[config.mk]
export PLATFORM = sky130hd
export DESIGN_NAME = cmd_router
export DESIGN_NICKNAME = d
export VERILOG_FILES = /design/src/rtl/cmd_pkg.sv /design/src/rtl/rr_arbiter.sv /design/src/rtl/cmd_router.sv
export SDC_FILE = /design/constraint.sdc
export NUM_CORES = 1
export LEC_CHECK = 0
export ABC_AREA = 1
export BUFFER_PORTS_ARGS = -buffer_cell sky130_fd_sc_hd__buf_2
export CAP_MARGIN = 20
export CORE_MARGIN = 2
export CORE_UTILIZATION = 25
export CTS_CLUSTER_SIZE = 12
export DETAILED_ROUTE_END_ITERATION = 8
export PLACE_DENSITY = 0.42
export SLEW_MARGIN = 10
export SYNTH_ARGS = -nofsm -noshare
export SYNTH_HDL_FRONTEND = slang
export SYNTH_SLANG_ARGS = --single-unit
[constraint.sdc]
create_clock -name clk -period 4.83 [get_ports clk]
set_input_delay 0.7245 -clock clk [delete_from_list [all_inputs] [get_ports clk]]
set_output_delay 0.7245 -clock clk [all_outputs]
set_load 0.03 [all_outputs]
[src/rtl/cmd_pkg.sv]
// Shared widths and FSM state types for the command router.
package cmd_pkg;
  localparam int ADDR_W = 8;
  localparam int LEN_W  = 8;

  typedef enum logic [1:0] {R_IDLE, R_LEN, R_DATA, R_DROP} rx_state_t;
  typedef enum logic [1:0] {T_IDLE, T_ADDR, T_LEN, T_DATA} tx_state_t;
endpackage

[src/rtl/rr_arbiter.sv]
// Rotating-priority select: first req at or after ptr (wrapping) wins.
// Purely combinational; grant is one-hot, idx is its binary index.
module rr_arbiter #(
  parameter int N = 9,
  localparam int IW = (N > 1) ? $clog2(N) : 1
) (
  input  logic [N-1:0]  req,
  input  logic [IW-1:0] ptr,
  output logic [N-1:0]  grant,
  output logic [IW-1:0] idx,
  output logic          any
);
  always_comb begin
    int j;
    j     = 0;
    grant = '0;
    idx   = '0;
    any   = 1'b0;
    for (int i = 0; i < N; i++) begin
      j = int'(ptr) + i;
      if (j >= N) j = j - N;
      if (!any && req[j]) begin
        any      = 1'b1;
        grant[j] = 1'b1;
        idx      = IW'(j);
      end
    end
  end
endmodule

[src/rtl/cmd_router.sv]
// Host packet router: rx [ADDR][LEN][payload] -> one-hot slave strobes (1 cycle latency);
// tx drains slave messages round-robin into the same packet format, holding tx_valid until accepted.
module cmd_router
  import cmd_pkg::*;
#(
  parameter int N_SLAVES = 9,
  parameter int TIMEOUT  = 50000
) (
  input  logic                  clk,
  input  logic                  rst,
  input  logic [7:0]            rx_data,
  input  logic                  rx_valid,
  output logic [7:0]            master_data,
  output logic [N_SLAVES-1:0]   valid_bus,
  input  logic [N_SLAVES-1:0]   have_msg_bus,
  input  logic [8*N_SLAVES-1:0] len_bus,
  input  logic [8*N_SLAVES-1:0] slave_data_bus,
  output logic [N_SLAVES-1:0]   rdreq_bus,
  output logic [7:0]            tx_data,
  output logic                  tx_valid,
  input  logic                  tx_ready,
  output logic                  err_addr,
  output logic                  err_timeout
);
  localparam int SW = (N_SLAVES > 1) ? $clog2(N_SLAVES) : 1;
  localparam int TW = $clog2(TIMEOUT + 1);
  localparam logic [ADDR_W-1:0] N_ADDR = ADDR_W'(N_SLAVES);
  localparam logic [SW-1:0]     LAST   = SW'(N_SLAVES - 1);

  rx_state_t         rstate;
  logic [ADDR_W-1:0] addr;
  logic [LEN_W-1:0]  cnt;
  logic [TW-1:0]     tmo;

  always_ff @(posedge clk) begin
    if (rst) begin
      rstate      <= R_IDLE;
      addr        <= '0;
      cnt         <= '0;
      tmo         <= '0;
      master_data <= '0;
      valid_bus   <= '0;
      err_addr    <= 1'b0;
      err_timeout <= 1'b0;
    end else begin
      valid_bus   <= '0;
      err_addr    <= 1'b0;
      err_timeout <= 1'b0;
      if (rx_valid) begin
        tmo <= '0;
        case (rstate)
          R_IDLE: begin
            addr   <= rx_data;
            rstate <= R_LEN;
          end
          R_LEN: begin
            cnt <= rx_data;
            if (addr >= N_ADDR) err_addr <= 1'b1;
            if (rx_data == '0)        rstate <= R_IDLE;
            else if (addr < N_ADDR)   rstate <= R_DATA;
            else                      rstate <= R_DROP;
          end
          R_DATA: begin
            master_data <= rx_data;
            valid_bus   <= N_SLAVES'(1) << addr;
            cnt         <= cnt - 1'b1;
            if (cnt == LEN_W'(1)) rstate <= R_IDLE;
          end
          default: begin
            cnt <= cnt - 1'b1;
            if (cnt == LEN_W'(1)) rstate <= R_IDLE;
          end
        endcase
      end else if (rstate == R_IDLE) begin
        tmo <= '0;
      end else if (tmo == TW'(TIMEOUT - 1)) begin
        // abort only the parser; strobes already issued stand
        rstate      <= R_IDLE;
        tmo         <= '0;
        err_timeout <= 1'b1;
      end else begin
        tmo <= tmo + 1'b1;
      end
    end
  end

  logic [7:0] len_arr [N_SLAVES];
  logic [7:0] dat_arr [N_SLAVES];
  for (genvar g = 0; g < N_SLAVES; g++) begin : g_unpack
    assign len_arr[g] = len_bus[8*g +: 8];
    assign dat_arr[g] = slave_data_bus[8*g +: 8];
  end

  tx_state_t             tstate;
  logic [SW-1:0]         sel, rr_ptr, arb_idx;
  logic [N_SLAVES-1:0]   sel_oh, arb_grant;
  logic                  arb_any;
  logic [LEN_W-1:0]      tlen;
  logic [7:0]            tx_hdr;

  rr_arbiter #(.N(N_SLAVES)) u_arb (
    .req   (have_msg_bus),
    .ptr   (rr_ptr),
    .grant (arb_grant),
    .idx   (arb_idx),
    .any   (arb_any)
  );

  // Payload bytes come straight from the show-ahead head so the next byte follows each pop.
  assign tx_data   = (tstate == T_DATA) ? dat_arr[sel] : tx_hdr;
  assign rdreq_bus = (tstate == T_DATA && tx_valid && tx_ready) ? sel_oh : '0;

  always_ff @(posedge clk) begin
    if (rst) begin
      tstate   <= T_IDLE;
      tx_valid <= 1'b0;
      tx_hdr   <= '0;
      sel      <= '0;
      sel_oh   <= '0;
      rr_ptr   <= '0;
      tlen     <= '0;
    end else begin
      case (tstate)
        T_IDLE: if (arb_any) begin
          sel      <= arb_idx;
          sel_oh   <= arb_grant;
          tlen     <= len_arr[arb_idx];
          tx_hdr   <= ADDR_W'(arb_idx);
          tx_valid <= 1'b1;
          tstate   <= T_ADDR;
        end
        T_ADDR: if (tx_ready) begin
          tx_hdr <= tlen;
          tstate <= T_LEN;
        end
        T_LEN: if (tx_ready) begin
          if (tlen != '0) begin
            tstate <= T_DATA;
          end else begin
            tx_valid <= 1'b0;
            rr_ptr   <= (sel == LAST) ? '0 : sel + 1'b1;
            tstate   <= T_IDLE;
          end
        end
        default: if (tx_ready) begin
          tlen <= tlen - 1'b1;
          if (tlen == LEN_W'(1)) begin
            tx_valid <= 1'b0;
            rr_ptr   <= (sel == LAST) ? '0 : sel + 1'b1;
            tstate   <= T_IDLE;
          end
        end
      endcase
    end
  end
endmodule

* Word-level counts from Yosys, hierarchy flattened
Cells that the tools add are included.
** Word-level totals
- Flip-flop bits (word level) :: 89
- Bits of input ports :: 165
- Output and inout port bits :: 37
** Operators by class
- Add/sub/neg operators :: 21
- Magnitude comparators :: 31
- Eq/ne operators :: 15
- Shifts and indexed selects :: 1
- Multiplexer cells :: 124
- Bitwise logic cells :: 17
- Reductions and logical operators :: 53
** Operators with widths (count)
- 32-bit by 1-bit greater-or-equal comparator with 1-bit output, second input constant :: 9
- 32-bit by 6-bit less-than comparator with 1-bit output, second input constant :: 9
- 32-bit two-way mux :: 9
- 32-bit by 5-bit greater-or-equal comparator with 1-bit output, second input constant :: 8
- 32-bit by 5-bit subtractor with 32-bit output, second input constant :: 8
- 9-bit two-way mux :: 10
- 8-bit two-way mux :: 9
- 9-bit OR :: 8
- 8-bit binary-select mux with 4-bit select :: 2
- 4-bit two-way mux :: 14
- 8-bit one-hot mux with 2 select lines :: 3
- 1-bit two-way mux :: 44
- 1-bit binary-select mux with 4-bit select :: 9
- 1-bit demux with 4-bit select :: 9
- 2-bit two-way mux :: 11
- 4-bit by 3-bit adder with 5-bit output, second input constant :: 4
- 1-bit logical AND :: 19
- 16-bit by 1-bit adder with 16-bit output, second input constant :: 1
- 16-bit equality test, second input constant :: 1
- 8-bit by 1-bit equality test with 1-bit output, second input constant :: 2
- 8-bit by 1-bit subtractor with 8-bit output, second input constant :: 2
- 4-bit by 2-bit adder with 5-bit output, second input constant :: 2
- 5-bit greater-or-equal comparator, second input constant :: 2
- 2-bit inequality test, second input constant :: 5
- other kinds (33) :: 62

* Longest topological paths before layout
Gate-level depths: netlist of the first run.
- Depth after elaboration :: 36
- Mapped depth :: 34

* Modules after synthesis
Synthesis of the first run repeated with hierarchy kept, for this count alone.
** Unflattened totals
- Cells, all modules :: 1770
- Area, all modules :: 10000.8 um2
** Modules (own cells, without submodules)
- cmd_router :: instances 1, cells each 978, area each 5935.7 um2, sequential area each 1781.7 um2
- rr_arbiter :: instances 1, cells each 792, area each 4065.1 um2, sequential area each 0.0 um2

* Worst setup path after synthesis of the first run
No wires, ideal clock.
- Path type :: register to register
- From :: register rr_ptr[0]
- To :: register tlen[3]
- Setup time :: 132 ps
- Data arrival time :: 3837 ps
- Data required time :: 4698 ps
- Slack :: 860 ps
- Stages on the path, launching flop included :: 29
- Path buffers :: 3
- Path through :: dfxtp_1 buf_4 inv_2 buf_2 ha_1 xor2_2 o21ai_0 ha_1 o21ai_4 o21ai_0 xor2_1 inv_1 nand2_1 inv_1 o21ai_1 nand2_1 nor2_2 nor2_2 nand2_2 nor2_4 nor2_8 clkinv_4 buf_8 nand3_1 nand3_1 nand3_1 nand2_1 nand2_1 a21oi_1
** On the way
- Longest elaborated chain between the ends :: 36
- Elaborated cells on any way between the ends :: 104
- Those cells by class :: add/sub (17); order compare (9); eq/ne (1); mux (59); bitwise (1); reduce/logical (17)
** Ends and longest elaborated chain
- from (decl) :: RTL line cmd_router.sv:95 : logic [SW-1:0] sel, rr_ptr, arb_idx;
- from (signal assigned) :: RTL line cmd_router.sv:141 : rr_ptr <= (sel == LAST) ? '0 : sel + 1'b1;
- from (signal assigned) :: RTL line cmd_router.sv:149 : rr_ptr <= (sel == LAST) ? '0 : sel + 1'b1;
- parallel branches: the longest is 36 deep, another holds 32-bit by 5-bit subtractor with 32-bit output
- to (signal assigned) :: RTL line cmd_router.sv:127 : tlen <= len_arr[arb_idx];
- to (signal assigned) :: RTL line cmd_router.sv:146 : tlen <= tlen - 1'b1;
- to (decl) :: RTL line cmd_router.sv:98 : logic [LEN_W-1:0] tlen;
Parallel ways; which one is timed is not known. The select of a mux whose other input is x is not followed.
A chain may end at the register's enable or synchronous reset.

* Worst setup path in the final report of the first run
- From :: register rr_ptr[1]
- To :: register tlen[3]
Same word-level chain as after synthesis.

==> results of run 1 <==
## area by class of cell
class	count	area, sq um	area share (%)
well taps	511	639.4	5.557
inverters	239	908.4	7.895
flip-flops and latches	89	1787	15.53
multi-input cells	1219	6619	57.53
clock inverters	7	77.57	0.6742
clock buffers	9	225.2	1.957
repair buffers	231	1250	10.86
## registers in the layout, summed over array words and instances, names as in the netlist
signal,count
sel,4
tx_valid,1
err_timeout,1
rr_ptr,4
tmo,16
addr,8
cnt,8
sel_oh,9
rstate,2
valid_bus,9
err_addr,1
master_data,8
tx_hdr,8
tstate,2
tlen,8
## layout by cell type, fill, tap and decap left out, drive strengths merged, types with 34 or more instances in the layout
| cell type | instances |
|---|---|
| nor3 | 34 |
| nor2 | 198 |
| inv | 237 |
| nand3 | 174 |
| buf | 231 |
| nand2 | 330 |
| ha | 44 |
| nand4 | 53 |
| a21oi | 103 |
| dfxtp | 89 |
| o21ai | 136 |
## worst register-to-register path, cell delays in order, from the launching register on
cell     delay, ns
dfxtp_1       0.42
inv_4         0.12
ha_1          0.24
inv_1         0.07
a21oi_1       0.05
ha_1          0.41
o21ai_0       0.15
ha_1          0.25
o21ai_4       0.12
o21ai_0       0.17
xor2_1        0.32
inv_1         0.10
nand2_1       0.14
inv_1         0.07
o21ai_1       0.11
nand2_1       0.09
nor2_2        0.22
nor2_2        0.10
nand3_2       0.18
buf_6         0.29
nand4_1       0.21
nand3_1       0.12
nand3_1       0.10
nand3_1       0.09
nand2_1       0.07
nand2_1       0.06
a21oi_1       0.06
## metal layers
| layer | vias up | GRT usage [%] | routed length [um] |
|---|---|---|---|
| met5 | - | 0 | 0 |
| li1 | 5766 | - | - |
| met2 | 378 | 31.75 | 18010 |
| met4 | 0 | 5.003 | 796 |
| met3 | 46 | 2.865 | 1975 |
| met1 | 5290 | 27.85 | 19200 |
## worst min-delay path by stage
stage / cells past startpoint / end / start / slack [ns]
2_1_floorplan: 1 / tmo[0]$_SDFF_PP0_ / tmo[0]$_SDFF_PP0_ / 0.42
3_3_place_gp: 1 / tmo[0]$_SDFF_PP0_ / tmo[0]$_SDFF_PP0_ / 0.43
3_5_place_dp: 1 / tmo[0]$_SDFF_PP0_ / tmo[0]$_SDFF_PP0_ / 0.45
4_1_cts: 1 / tmo[0]$_SDFF_PP0_ / tmo[0]$_SDFF_PP0_ / 0.46
5_1_grt: 1 / tmo[0]$_SDFF_PP0_ / tmo[0]$_SDFF_PP0_ / 0.48
6_report: 1 / tmo[0]$_SDFF_PP0_ / tmo[0]$_SDFF_PP0_ / 0.45
## metrics by stage
step | cell area [sq um] | TNS [ns] | hold WS [ns] | instances
3_5_place_dp | 11060 | 0 | 0.4452 | 2284
2_1_floorplan | 9464 | 0 | 0.4175 | 1599
6_report | 11510 | 0 | 0.4509 | 2305
4_1_cts | 11360 | 0 | 0.4555 | 2300
3_3_place_gp | 11060 | -0.01816 | 0.4333 | 2284
5_1_grt | 11510 | 0 | 0.4823 | 2305
## power breakdown
part	switching (mW)	internal (mW)	total [mW]
clock network	0.330	0.406	0.736
logic	3.10	1.37	4.47
registers	0.130	0.855	0.986
## timing repair
item,4_1_cts,5_1_grt
setup endpoints to repair,0,28
gates resized for setup,0,26
setup buffers,0,3
## cell families after synthesis
kind of cell,Yosys count
flip-flops,89
adder cells (fa/ha/maj),45
AO/OA/AOI/OAI,335
buffers and inverters,292
XOR/XNOR,23
AND/OR/NAND/NOR,815
==> flow_summary.ini, run 1 <==
[final_layout]
drive_above_1_share_pct = 19.51
num_antenna_cells = 0
nets = 1999
finish.utilization_pct = 30.69
syn2layout_area_growth_pct = 21.58
nFillCells = 4337

[synthesis]
syn_nets = 1809
yosysSeqAreaShare_pct = 18.83
muxShareOfSynthArea_pct = 0
synth-adder-area-share_pct = 6.029
synth_compound_area_share_pct = 20.81
ys_types = 63
ys_warn_count = 0
syn_inst = 1599
ys.flop_type = dfxtp_1
synth_most_common_cell = nand2_1
synth.avg_cell_area_sq_um = 5.919
synth_simple_gate_area_share_pct = 39.62
synth_top_area_cell = dfxtp_1
synth_top_area_share_pct = 18.83
synth_xor_area_share_pct = 2.604
synth_top_family_by_area = simple AND/OR/NAND/NOR gates
synth-seq-cells = 89
ys_top_cells_by_count = 309 x nand2_1, 212 x inv_1, 188 x nor2_1, 161 x nand3_1, 116 x o21ai_0
synth_edf_count = 0
postSynth.asyncResetShare_pct = 0
synth_area_sq_mm = 0.009464
synthTopCellsByArea = dfxtp_1 19%, nand2_1 12%, nand3_1 8.5%

[route]
routed_wl_mm = 39.97
drc = 0
dr.first_iter.drc_count = 861
via_per_inst = 4.980
ant_nets = 0
wire_per_inst_um = 17.34
num_vias = 11480
dr.pass1.iters = 5

[critical_path]
crit_cells = 26
worstSetupStartpoint = rr_ptr[1]$_SDFFE_PP0P_
crit_path_max_fanout = 32
cp_num_buf_inv = 5
critical-path-max-stage-delay_ns = 0.42
endpoint_kind = flop
crit_type = reg2reg
r2r_start = rr_ptr[1]$_SDFFE_PP0P_
r2r_end = tlen[3]$_SDFFE_PP0P_
worst_ep_arrival_time_ns = 4.66
crit_path_top_delay_cell = dfxtp_1
worstPathRequired_ns = 5.05
startpoint_type = flop
r2r_setup_slack_ns = 0.39
r2r_cells = 26
worst_path_most_repeated_cell = nand2_1
cp_top_family = simple AND/OR/NAND/NOR gates
crit_path_end = tlen[3]$_SDFFE_PP0P_

[timing]
worst_slack_ns = 0.3876
finalMaxSlewViolations = 0
rsz0062_at_grt = false
setup_violations = 0
hold_violations = 0
worst_pin_slew_ns = 1.004
fmaxAchievable_ghz = 0.2251
finalCritPeriodShare_pct = 91.97
relSlewSlack_pct = 33.02
final.setup_skew_ns = 0.01101
fin_crit_ns = 4.442

[flow_run]
drv_cap = 0

[placed_design]
io_buffers = 201
pre_cts_ws_ns = 0.03034
place.gp.congestion = 0.9248
dpl.hpwl_mm = 32.20

[grt]
antenna_found_initial = 0
grt_pass1_wl_mm = 60.91
grt_start_max_net_pins = 36
grt_usage_pct = 19.84
grt-ovfl-total = 0
grt_pass1_vias = 10574

[cts]
htreeDepth = 3
clkTransAtPathRegs_ns = 0.07
cts_made_buffers = 9
clock-sinks = 89
root_buffer = clkbuf_16
clock_latency_ns = 0.36
cts_tree = built
ctsHoldBuffers = 0
clk_path_buf_depth = 2

[floorplanning]
die_h_um = 198.6
die_area_sq_mm = 0.03943
die_width_um = 198.6
ios = 202
core-area_sq_mm = 0.03749
start_util_pct = 25.25
num_rows = 71

[outcome]
outcome = finished, final reports clean

[power_and_ir_drop]
p_per_area_mw_per_mm2 = 538.2
p_leak_nw = 5.499
p_total_mw = 6.193
vdd_ir_drop_max_mv = 0.3077

[hold_path]
min_path_type = reg2reg
No activity file was read; power rests on OpenSTA's default activity.
==> inputs of run 2 (changes only) <==
- ABC_AREA: 1 -> not set
- PLACE_DENSITY: 0.42 -> 0.41
- RECOVER_POWER: not set -> 50
==> run 2 against run 1 <==
  * The run now ends with max-capacitance violations, max-slew violations left
  * Synthesized cell count is 13% lower
  * Design area increased by 19%
  * Utilization grew 3.5 points
  * Register-to-register slack worse by 0.25 ns
  * Final cell count is 2.7% lower
  * Largest power group unchanged
  * Combinational power down 24%
  * Area after synthesis rose by 7.7%
  * Global-route usage is 1.7 points higher
==> flow_summary.ini, run 2 <==
[outcome]
outcome = finished, violations left
violations = max-capacitance violations, max-slew violations

[synthesis]
synth_area_sq_mm = 0.01019
synth_top_area_cell = dfxtp_1
synth-seq-cells = 89
ys_warn_count = 0
synth_top_area_share_pct = 17.48
yosysSeqAreaShare_pct = 17.48
synthTopCellsByArea = dfxtp_1 17%, mux2i_1 7.0%, nand2_1 6.6%
synth_edf_count = 0
ys_types = 95
ys_top_cells_by_count = 178 x nand2_1, 150 x nor2_1, 115 x a21oi_1, 89 x dfxtp_1, 72 x o21ai_0
ys.flop_type = dfxtp_1
syn_inst = 1397
synth_most_common_cell = nand2_1
synth.avg_cell_area_sq_um = 7.296
postSynth.asyncResetShare_pct = 0
syn_nets = 1607

[final_layout]
layout_commonest_cell = buf_4
syn2layout_area_growth_pct = 34.35
layout_common_cells = 184 x buf_4, 180 x buf_2, 176 x nand2_1
top_register = tmo
largest_register_ff_count = 16
drive_above_1_share_pct = 30.44
top_regs = tmo x16, sel_oh x9, valid_bus x9
num_antenna_cells = 0
nets = 1923

[cts]
clock_latency_ns = 0.36
ctsHoldBuffers = 0
clkTransAtPathRegs_ns = 0.07
htreeDepth = 3
clk_path_buf_depth = 2
cts_made_buffers = 9
clock-sinks = 89
cts_tree = built
root_buffer = clkbuf_16

[floorplanning]
start_util_pct = 25.48
die_area_sq_mm = 0.04240
die_h_um = 205.9
core-area_sq_mm = 0.04001
ios = 202
num_rows = 73
die_width_um = 205.9

[critical_path]
endpoint_kind = flop
worstPathRequired_ns = 5.12
crit_chain = inv_2 -> ha_2 -> mux2_2 -> o22ai_1 -> a2111oi_2 -> a211oi_2 -> o311a_1 -> buf_4 -> nor2_2 -> a31o_2 -> o32a_1 -> a211oi_4 -> buf_6 -> clkbuf_16 -> mux2i_1 -> a22o_1 -> o31ai_1 -> o211a_1
critical-path-max-stage-delay_ns = 0.47
worst_ep_arrival_time_ns = 4.98
startpoint_type = flop
crit_path_top_delay_cell = ha_2
crit_path_max_fanout = 8
crit_type = reg2reg

[timing]
final.setup_skew_ns = 0.01686
finalMaxSlewViolations = 41
relSlewSlack_pct = -44.26
fin_crit_ns = 4.689
worst_pin_slew_ns = 2.164
rsz0062_at_grt = true
setup_violations = 0
hold_violations = 0
fmaxAchievable_ghz = 0.2133
tns_ns = 0
finalCritPeriodShare_pct = 97.08

[route]
drc = 0
wire_per_inst_um = 21.14
dr.pass1.iters = 5
dr.first_iter.drc_count = 841
ant_nets = 0
routed_wl_mm = 47.41
via_per_inst = 5.370
num_vias = 12044

[placed_design]
place.gp.congestion = 0.9199
dpl.hpwl_mm = 38.31
io_buffers = 201

[grt]
grt_use_met3_pct = 2.003
grtUsageMet1_pct = 26.61
met2_usage_pct = 39.80
grt-ovfl-total = 0
grt_usage_pct = 21.51
grt_pass1_vias = 11818
grt_start_max_net_pins = 41
antenna_found_initial = 0
grt-busiest-layer = met2
grt_pass1_wl_mm = 69.90

[flow_run]
drv_cap = 1

[power_and_ir_drop]
p_leak_nw = 5.514
p_total_mw = 5.182
p_per_area_mw_per_mm2 = 378.4
vdd_ir_drop_max_mv = 0.1889

[hold_path]
min_path_type = reg2reg
## run 2: layout make-up
class                           instances  area (sq um)
Multi-Input combinational cell       1171          8177
Inverter                               44         178.9
Sequential cell                        89          1792
Timing Repair Buffer                  398          2580
Clock buffer                            9         225.2
Clock inverter                          7         83.83
Fill cell                            4388         26310
Tap cell                              525         656.9
## run 2: per-stage QoR
step	setup WS, ns	instances	area (sq um)	utilization (%)	hold slack, ns
global route	-0.02321	2243	13690	34.23	0.4788
global placement	-0.03708	2202	12820	32.04	0.4338
CTS	0.006070	2226	13300	33.23	0.4494
finish	0.1410	2243	13690	34.23	0.4457
detailed placement	-0.1202	2203	12830	32.08	0.4361
floorplan	0.003233	1397	10370	-	0.4132
## run 2: timing repair
action | in CTS | in global routing
pin swaps | 4 | 22
setup endpoints to repair | 9 | 18
setup buffers | 5 | 16
resized for setup | 14 | 64
gates cloned | 2 | 1
## run 2: logic make-up after synthesis
group	Yosys count	share of synthesized area [%]
flip-flops	89	17.48
adder cells (fa/ha/maj)	45	5.598
XOR/XNOR	31	2.664
multiplexers	99	12.53
AND/OR/NAND/NOR	588	27.92
buffers and inverters	137	6.113
AO/OA/AOI/OAI	408	27.69
## run 2: path summary, 6_finish.rpt
check / from / to / slack [ns] / depth (start not counted)
setup / recovery: rr_ptr[0]$_SDFFE_PP0P_ / tlen[5]$_SDFFE_PP0P_ / 0.14 / 18
hold / removal: tmo[0]$_SDFF_PP0_ / tmo[0]$_SDFF_PP0_ / 0.45 / 1
setup reg to reg: rr_ptr[0]$_SDFFE_PP0P_ / tlen[5]$_SDFFE_PP0P_ / 0.14 / 18
hold reg to reg: tmo[0]$_SDFF_PP0_ / tmo[0]$_SDFF_PP0_ / 0.45 / 1
## run 2: layer usage
layer / vias to the layer above / part of all wire [%] / routed length [um]
met4: 0 / 2.3 / 1102
met5: - / 0 / 0
met1: 5884 / 43 / 20510
met2: 321 / 51 / 23950
met3: 51 / 3.9 / 1847
li1: 5788 / - / -
## run 2: where the power goes
part | internal [mW] | switching [mW] | total (mW)
Combinational | 1.48 | 1.93 | 3.41
Clock | 0.413 | 0.341 | 0.753
Sequential | 0.848 | 0.166 | 1.01
Total | 2.74 | 2.44 | 5.18
## run 2: worst max-delay path: cells and delay by family, from the launching register on
| kind | cells | cell delay, ns |
|---|---|---|
| mux | 2 | 0.47 |
| simple gates | 1 | 0.05 |
| compound gates | 10 | 2.67 |
| buf+inv | 4 | 0.56 |
| flops | 1 | 0.38 |
| fa+ha+maj | 1 | 0.47 |
==> inputs of run 3 (changes only) <==
- PLACE_DENSITY: 0.41 -> 0.43
- clock period: 4.83 -> 3.85 ns (I/O delays scaled with it)
==> run 3 against run 2 <==
  * The flow finishes with violations (max-capacitance violations, max-slew violations, negative setup slack)
  * Total power increased by 48%
  * Routed wire length up 2.2%
  * Via count up 5.8%
  * Utilization is 6.6 points higher
  * Count of clock-buffer cells in the layout unchanged
  * Sequential cell count is the same
  * Global-route usage rose by 0.44 points
  * First-iteration DRC count grew 21%
  * Largest cell class unchanged
  * Non-clock buffer count rose by 199
  * Highest routed layer unchanged
  * Maximum frequency up 1.4%
  * Largest power group unchanged
  * Final cell count up 9.0%
==> flow_summary.ini, run 3 (same netlist as run 2, synthesis figures left out) <==
[cts]
cts_made_buffers = 9
root_buffer = clkbuf_16
cts_tree = built
clock_latency_ns = 0.36
clock-sinks = 89
clk_path_buf_depth = 2
htreeDepth = 3
clkTransAtPathRegs_ns = 0.08

[critical_path]
worstPathRequired_ns = 4.09
crit_type = reg2reg
crit_path_max_fanout = 7
crit_path_top_delay_cell = o32a_1
cp_num_buf_inv = 5
worst_path_most_repeated_cell = buf_4
endpoint_kind = flop
worst_ep_arrival_time_ns = 4.87
cp_top_family = compound AO/OA/AOI/OAI gates
critical-path-max-stage-delay_ns = 0.39
startpoint_type = flop
crit_chain = ha_4 -> buf_4 -> a21oi_4 -> xnor2_2 -> nand2_2 -> ha_4 -> nand2_1 -> o32ai_2 -> buf_4 -> a211o_1 -> a21oi_2 -> nor3b_2 -> buf_4 -> nor4_4 -> a211oi_2 -> o32a_1 -> a211oi_4 -> buf_6 -> buf_12 -> mux2i_4 -> mux2_4 -> nand2_2 -> a41o_1

[floorplanning]
start_util_pct = 25.48
die_h_um = 205.9
die_width_um = 205.9
ios = 202
die_area_sq_mm = 0.04240
num_rows = 73
core-area_sq_mm = 0.04001

[grt]
antenna_found_initial = 1
grt_pass1_wl_mm = 71.86
grt_pass1_vias = 12382
grt_usage_pct = 21.95
grt_start_max_net_pins = 35
grt-ovfl-total = 0

[timing]
relSlewSlack_pct = -3.579
worst_pin_slew_ns = 1.554
fin_crit_ns = 4.626
rsz0062_at_grt = true
hold_violations = 0
finalCritPeriodShare_pct = 120.2
setup_violations = 31
fmaxAchievable_ghz = 0.2162
final.setup_skew_ns = 0.01486
finalMaxSlewViolations = 35
worst_slack_ns = -0.7760
hold_ws_ns = 0.4490

[power_and_ir_drop]
vdd_ir_drop_max_mv = 0.2427
p_total_mw = 7.694
p_leak_nw = 6.660
pwr-share-seq_pct = 16.1
swShare_pct = 45.48
comb_power_share_pct = 72.5
p_int_mw = 4.195
p_switching_mw = 3.499
p_per_area_mw_per_mm2 = 471.3
pwr-share-clk_pct = 11.4

[placed_design]
dpl.hpwl_mm = 38.45
place.gp.congestion = 0.9290
io_buffers = 201
dpl.cell_count = 2367

[route]
routed_wl_mm = 48.43
via_per_inst = 5.213
wire_per_inst_um = 19.82
ant_nets = 0
dr.pass1.iters = 5
num_vias = 12740
dr.first_iter.drc_count = 1015
drc = 0

[final_layout]
nets = 2123
layout_commonest_cell = buf_4
syn2layout_area_growth_pct = 60.18
finalNonFillerCells = 2444
nFillCells = 4178
top_register = tmo
seq_area_sq_mm = 0.001794
drive_above_1_share_pct = 44.00
top_regs = tmo x16, sel_oh x9, valid_bus x9
largest_register_ff_count = 16
layout_common_cells = 344 x buf_4, 180 x buf_2, 162 x nand2_1
multi_input_area_sq_mm = 0.009085

[hold_path]
min_path_type = reg2reg

[outcome]
outcome = finished, violations left
violations = max-capacitance violations, max-slew violations, negative setup slack

[flow_run]
drv_cap = 1
run 3: changes by cell type in the layout (fill, tap and decap cells not counted), sizes merged:
cell and delta:
bufinv -1, inv +2, diode +1, and3b +1
buf +199, clkinv -1
run 3: worst reg2reg max path, cell delays in order (launching register included):
cell      delay [ns]
dfxtp_4         0.38
ha_4            0.18
buf_4           0.15
a21oi_4         0.15
xnor2_2         0.17
nand2_2         0.12
ha_4            0.19
nand2_1         0.11
o32ai_2         0.09
buf_4           0.16
a211o_1         0.31
a21oi_2         0.17
nor3b_2         0.08
buf_4           0.17
nor4_4          0.24
a211oi_2        0.08
o32a_1          0.39
a211oi_4        0.22
buf_6           0.17
buf_12          0.17
mux2i_4         0.33
mux2_4          0.21
nand2_2         0.06
a41o_1          0.22
run 3: metrics by stage:
stage               setup TNS [ns]  setup WS [ns]  utilization, %  instance area, sq um
floorplan                   -19.67        -0.8603               -                 10490
global placement            -22.84         -1.122           35.50                 14200
detailed placement          -26.11         -1.127           35.50                 14200
CTS                         -10.85        -0.6645           39.16                 15670
global route                -17.15        -0.9245           40.80                 16320
finish                      -12.50        -0.7760           40.81                 16330
run 3: final cells by class:
class | count | area share, %
tap | 525 | 4.024
multi-input combinational | 1172 | 55.65
clock inverter | 7 | 0.3985
sequential | 89 | 10.99
clock buffer | 9 | 1.380
antenna | 1 | 0.01533
timing repair buffer | 597 | 26.39
inverter | 44 | 1.150
run 3: final timing paths:
kind / startpoint / end / slack (ns) / cells after the start
hold / removal: tmo[0]$_SDFF_PP0_ / tmo[0]$_SDFF_PP0_ / 0.45 / 1
setup / recovery: rr_ptr[1]$_SDFFE_PP0P_ / tlen[3]$_SDFFE_PP0P_ / -0.78 / 23
setup reg to reg: rr_ptr[1]$_SDFFE_PP0P_ / tlen[3]$_SDFFE_PP0P_ / -0.78 / 23
hold reg to reg: tmo[0]$_SDFF_PP0_ / tmo[0]$_SDFF_PP0_ / 0.45 / 1
run 3: repair_timing:
| action | 4_1_cts | 5_1_grt |
|---|---|---|
| setup endpoints to repair | 32 | 32 |
| cloned | 5 | 1 |
| pin swaps | 69 | 52 |
| resized for setup | 181 | 108 |
| buffers inserted | 41 | 19 |
| hold endpoints to repair | 0 | 0 |
| hold buffers | 0 | 0 |
run 3: power by group through the flow:
stage	Combinational (mW)	Sequential (mW)	Clock, mW
after floorplan	2.71	1.19	0
after global placement	4.48	1.25	0
after detailed placement	4.49	1.25	0
after CTS	5.17	1.23	0.917
after global routing	5.97	1.26	0.957
final	5.58	1.24	0.880
run 3: routing by layer:
layer / global-route usage (%) / part of all wire [%]
met2: 35.77 / 48
met1: 30.25 / 45
met3: 2.554 / 5.0
met5: 0 / 0
met4: 6.735 / 2.5
